### src/rtl/pdh_pkg.sv
// Shared PDH loop definitions: DAC mid-scale code and the output-stage FSM states.
package pdh_pkg;

    localparam logic [13:0] DAC_MID = 14'd8192;

    typedef enum logic [1:0] {
        OFF  = 2'd0,
        SLEW = 2'd1,
        LOCK = 2'd2,
        PARK = 2'd3
    } dac_slew_state_t;

endpackage

### src/rtl/posedge_detector.sv
// Rising-edge detector; the edge output is combinational from the input and its last sample.
module posedge_detector (
    input  logic clk,
    input  logic rst,
    input  logic sig_i,
    output logic rise_c
);

    logic sig_prev;

    always_ff @(posedge clk) begin
        if (rst) sig_prev <= 1'b0;
        else     sig_prev <= sig_i;
    end

    assign rise_c = sig_i & ~sig_prev;

endmodule

### src/rtl/dac_slew_limiter.sv
// DAC output stage: clamps the PID code to a window, slew-limits it, ramps in/parks at mid-scale.
// Optional sustained-clamp detection is built when DAC_SLEW_RAIL_DETECT_EN is defined.
module dac_slew_limiter
    import pdh_pkg::*;
#(
    parameter int unsigned DAC_W      = 14,
    parameter int unsigned DEC_W      = 14,
    parameter int unsigned RAIL_TICKS = 1024
) (
    input  logic             clk,
    input  logic             rst,
    input  logic [DAC_W-1:0] pid_i,
    input  logic             strobe_i,
    input  logic             enable_i,
    input  logic [DAC_W-1:0] step_i,
    input  logic [DAC_W-1:0] lo_i,
    input  logic [DAC_W-1:0] hi_i,
    input  logic [DEC_W-1:0] decimate_i,
    output logic [DAC_W-1:0] dac_o,
    output logic             at_target_o,
    output logic             rail_o,
    output logic [1:0]       state_o
);

    localparam logic [DAC_W-1:0] MID  = DAC_W'(DAC_MID);
    localparam logic [DAC_W-1:0] FULL = {DAC_W{1'b1}};

    logic strobe_rise_c;

    posedge_detector u_strobe_edge (
        .clk    (clk),
        .rst    (rst),
        .sig_i  (strobe_i),
        .rise_c (strobe_rise_c)
    );

    // Configuration shadow registers, loaded on the strobe rising edge
    logic             enable_r;
    logic [DAC_W-1:0] step_r;
    logic [DAC_W-1:0] lo_r;
    logic [DAC_W-1:0] hi_r;
    logic [DEC_W-1:0] dec_r;

    always_ff @(posedge clk) begin
        if (rst) begin
            enable_r <= 1'b0;
            step_r   <= '0;
            lo_r     <= '0;
            hi_r     <= FULL;
            dec_r    <= DEC_W'(1);
        end else if (strobe_rise_c) begin
            enable_r <= enable_i;
            step_r   <= step_i;
            lo_r     <= lo_i;
            hi_r     <= hi_i;
            dec_r    <= (decimate_i == '0) ? DEC_W'(1) : decimate_i;
        end
    end

    dac_slew_state_t state_q;
    dac_slew_state_t state_n;
    logic [DEC_W-1:0] cnt_q;
    logic             tick_c;

    assign tick_c = (cnt_q == '0) && (state_q != OFF);

    // Decimation counter, parked at zero in OFF so the first run tick is immediate
    always_ff @(posedge clk) begin
        if (rst || (state_q == OFF))      cnt_q <= '0;
        else if (cnt_q >= dec_r - DEC_W'(1)) cnt_q <= '0;
        else                              cnt_q <= cnt_q + DEC_W'(1);
    end

    logic [DAC_W-1:0]        lo_sel_c;
    logic [DAC_W-1:0]        target_c;
    logic [DAC_W-1:0]        dest_c;
    logic signed [DAC_W:0]   diff_c;
    logic [DAC_W:0]          mag_c;
    logic                    reach_c;
    logic [DAC_W-1:0]        stepped_c;
    logic [DAC_W-1:0]        slew_c;

    // An inverted window (lo > hi) naturally resolves to hi
    assign lo_sel_c  = (pid_i < lo_r) ? lo_r : pid_i;
    assign target_c  = (lo_sel_c > hi_r) ? hi_r : lo_sel_c;
    assign dest_c    = (state_q == PARK) ? MID : target_c;
    assign diff_c    = $signed({1'b0, dest_c}) - $signed({1'b0, dac_o});
    assign mag_c     = diff_c[DAC_W] ? $unsigned(-diff_c) : $unsigned(diff_c);
    assign reach_c   = (mag_c <= {1'b0, step_r}) || ((state_q == PARK) && (step_r == '0));
    assign stepped_c = diff_c[DAC_W] ? (dac_o - step_r) : (dac_o + step_r);
    assign slew_c    = reach_c ? dest_c : stepped_c;

    logic [DAC_W-1:0] dac_n;
    logic             at_target_n;

    // Next-state and next-output; a tick always uses the current state's rule
    always_comb begin
        state_n = state_q;
        dac_n   = dac_o;
        case (state_q)
            OFF: begin
                dac_n = MID;
                if (enable_r) state_n = SLEW;
            end
            SLEW, LOCK: begin
                if (tick_c) begin
                    dac_n   = slew_c;
                    state_n = reach_c ? LOCK : SLEW;
                end
                if (!enable_r) state_n = PARK;
            end
            PARK: begin
                if (tick_c) begin
                    dac_n = slew_c;
                    if (reach_c) state_n = OFF;
                end
                if (enable_r) state_n = SLEW;
            end
            default: begin
                dac_n   = MID;
                state_n = OFF;
            end
        endcase
        at_target_n = (state_n == LOCK) && (dac_n == target_c);
    end

    always_ff @(posedge clk) begin
        if (rst) begin
            state_q     <= OFF;
            dac_o       <= MID;
            at_target_o <= 1'b0;
        end else begin
            state_q     <= state_n;
            dac_o       <= dac_n;
            at_target_o <= at_target_n;
        end
    end

    assign state_o = state_q;

`ifdef DAC_SLEW_RAIL_DETECT_EN
    localparam int unsigned      RAIL_W   = $clog2(RAIL_TICKS + 1);
    localparam logic [RAIL_W-1:0] RAIL_MAX = RAIL_W'(RAIL_TICKS);

    logic              clamped_c;
    logic [RAIL_W-1:0] rail_cnt;
    logic [RAIL_W-1:0] rail_cnt_n;

    assign clamped_c = (pid_i < lo_r) || (pid_i > hi_r);

    // Consecutive clamped ticks, saturating; any unclamped tick or OFF clears it
    always_comb begin
        rail_cnt_n = rail_cnt;
        if (state_q == OFF) begin
            rail_cnt_n = '0;
        end else if (tick_c) begin
            if (!clamped_c)                rail_cnt_n = '0;
            else if (rail_cnt != RAIL_MAX) rail_cnt_n = rail_cnt + RAIL_W'(1);
        end
    end

    always_ff @(posedge clk) begin
        if (rst) begin
            rail_cnt <= '0;
            rail_o   <= 1'b0;
        end else begin
            rail_cnt <= rail_cnt_n;
            rail_o   <= (rail_cnt_n >= RAIL_MAX);
        end
    end
`else
    logic rail_unused;
    assign rail_unused = ^RAIL_TICKS;
    assign rail_o      = 1'b0;
`endif

endmodule

### config.mk
export PLATFORM = sky130hd
export DESIGN_NAME = dac_slew_limiter
export DESIGN_NICKNAME = d
export VERILOG_FILES = /design/src/rtl/pdh_pkg.sv /design/src/rtl/posedge_detector.sv /design/src/rtl/dac_slew_limiter.sv
export SDC_FILE = /design/constraint.sdc
export NUM_CORES = 1
export LEC_CHECK = 0
export BUFFER_PORTS_ARGS = -buffer_cell sky130_fd_sc_hd__buf_2
export CAP_MARGIN = 30
export CORE_ASPECT_RATIO = 1.4
export CORE_MARGIN = 1
export CORE_UTILIZATION = 45
export CTS_CLUSTER_DIAMETER = 40
export DETAILED_ROUTE_END_ITERATION = 16
export GPL_ROUTABILITY_DRIVEN = 0
export SLEW_MARGIN = 20
export SYNTH_ARGS = -nofsm -noshare
export SYNTH_HDL_FRONTEND = slang
export SYNTH_SLANG_ARGS = --single-unit
### constraint.sdc
create_clock -name clk -period 11.8 [get_ports clk]
set_input_delay 2.36 -clock clk [delete_from_list [all_inputs] [get_ports clk]]
set_output_delay 2.36 -clock clk [all_outputs]
set_load 0.01 [all_outputs]
==> metrics.cfg <==
[global_route]
use_met3_pct=4.32
busiest_layer=met2
grt_max_degree=70
grt_usage_pct=27.2
grt_pass1_wl_um=39900
gr-total-overflow=0
grt.met2_usage_pct=48.5
grt_antenna_before_repair=1
grt_use_met1_pct=30.4
grt_pass1_vias=7872

[sta]
fin_skew_ns=0.00994
finalCritPeriodShare_pct=93.8
period_needed_ns=11.07
setup_tns_ns=0
maxSlewViolCount=0
max_freq_mhz=90.4
tightestPinTransition_ns=0.875
whs_ns=0.453
finalSetupViolations=0
rsz0062_at_grt=false
final-hold-violation-count=0
slew_headroom_pct=41.6
worst_slack_ns=0.732

[cts]
clock_latency_ns=0.36
post_cts_buffers=0
cts_resized=0
cts_max_level=3
clock_tree.buffer_depth=2
clock_sinks=89
numCtsBuffers=9
cts_tree=done
cts_root_buffer=clkbuf_16
cts_hold_buf=0
clk_pin_slew_ns=0.07

[power]
power.density_nw_per_um2=146
power.internal_uw=761
p_total_mw=1.35
seqPwrFrac_pct=24.3
p_sw_share_pct=43.7
power.leakage_nw=3.88
p_comb_share_pct=55.3
peakVddDrop_mv=0.0701
pwr-share-clk_pct=20.4
p_sw_uw=591

[synth]
synth_cell_type_count=102
avgSynthCellArea_um2=7.69
syn_nets=1245
synthesis.area_um2=8330
synthCells=1083
synth_edf_count=0
synth.area.top_cells=dfxtp_1, ha_1, nand2_1, a21oi_1, xnor2_1
yosys.area.top_type=dfxtp_1
ys_ff_latch=89
async_flop_share_pct=0
seq_area_frac_synth_pct=21.4
synth_warnings=0
synthFlopType=dfxtp_1
synth_top_area_share_pct=21.4

[route]
via_count=8124
ant_nets=0
dr.pass1.iters=8
wl_um=24900
drcViolationCount=0
vias_per_cell=5.79
first_iter_violations=409
routedWlPerCell_um=17.8

[floorplanning]
core_um2=18100
die_w_um=117
start_util_pct=46.1
rows=58
die_area_um2=19100
die_h_um=163
ioPinCount=92

[placement]
dp_slack_ns=0.332
place_area_um2=8970
place_inst=1388
dp.final_hpwl_um=19900
io_buffers=90

[critical_path]
critPathLaunchType=input port
critPathCaptureType=flip-flop
worstPathArrival_ns=11.31
critical_path_required_ns=12.04
max_stage_delay_ns=0.58
crit_path_max_fanout=18
worstSetupPathType=input port to flip-flop
crit_path_top_delay_cell=nor4_2

[finish]
area_growth_pct=11.2
design_area_um2=9260
final_common_cell=nand2_1
nets=1321
instances_no_fill=1404
drive_above_1_share_pct=16.1
antenna_cells=0
final_util_pct=51.2
layout_common_cells=nand2_1, a21oi_1, nor2_1
nFillCells=1836

[worst_hold_path]
worstHoldPathType=flip-flop to flip-flop

[flow_run]
drv_cap=0

[run_status]
status=finished clean

routing by layer:
layer	vias to the layer above	wire length, um
li1	4029	-
met2	276	12600
met4	2	1160
met1	3726	9910
met5	-	13
met3	91	1210
critical path: cells and delay by family:
| family | cells | cell delay (ns) |
|---|---|---|
| simple gates | 7 | 1.40 |
| mux | 1 | 0.40 |
| fa+ha+maj | 6 | 1.97 |
| compound gates | 23 | 4.96 |
| buf+inv | 2 | 0.20 |
final cells by class:
cell class,count,area (um^2),area share [%]
Clock inverter,7,52.6,0.568
Tap cell,240,300,3.24
Clock buffer,9,225,2.43
Sequential cell,89,1780,19.2
Inverter,89,334,3.61
Timing Repair Buffer,106,571,6.16
Multi-Input combinational cell,864,5990,64.7
sequential cells by signal (all words and copies together) (netlist names):
register,cells
cnt_q,14
dac_o,14
dec_r,14
hi_r,14
lo_r,14
step_r,14
state_o,2
at_target_o,1
enable_r,1
u_strobe_edge.sig_prev,1
path summary, 6_finish.rpt:
kind | from | end | slack (ns) | cells past startpoint
setup / recovery | pid_i[7] | at_target_o | 0.73 | 39
hold / removal | lo_r[4] | lo_r[4] | 0.45 | 2
setup reg to reg | lo_r[9] | at_target_o | 2.46 | 39
hold reg to reg | lo_r[4] | lo_r[4] | 0.45 | 2
cell usage after synthesis, drive strengths merged (14+ instances only):
library cell / instances
a211o: 22
a211oi: 14
a21o: 20
a21oi: 99
clkbuf: 29
dfxtp: 89
ha: 86
inv: 89
nand2: 148
nand3: 18
nand4: 19
nor2: 91
nor3: 28
nor4: 14
o21ai: 36
xnor2: 51
xor2: 20
power groups by stage:
stage | registers [mW] | clock network [mW] | logic [mW]
3_5_place_dp | 0.335 | 0 | 0.733
5_1_grt | 0.330 | 0.293 | 0.823
6_report | 0.328 | 0.276 | 0.748
4_1_cts | 0.328 | 0.282 | 0.738
2_1_floorplan | 0.330 | 0 | 0.565
3_3_place_gp | 0.335 | 0 | 0.731
logic make-up after synthesis:
family	count (synthesis)	synth area share, %
xor gates and xnor gates	71	7.65
other	1	0.0450
DFF	89	21.4
and+or+nand+nor	383	21.8
adders and majority gates	91	13.8
muxes	23	2.96
buffers and inverters	130	6.82
AOI/OAI and AO/OA	295	25.5
No activity file was read; power rests on OpenSTA's default activity.
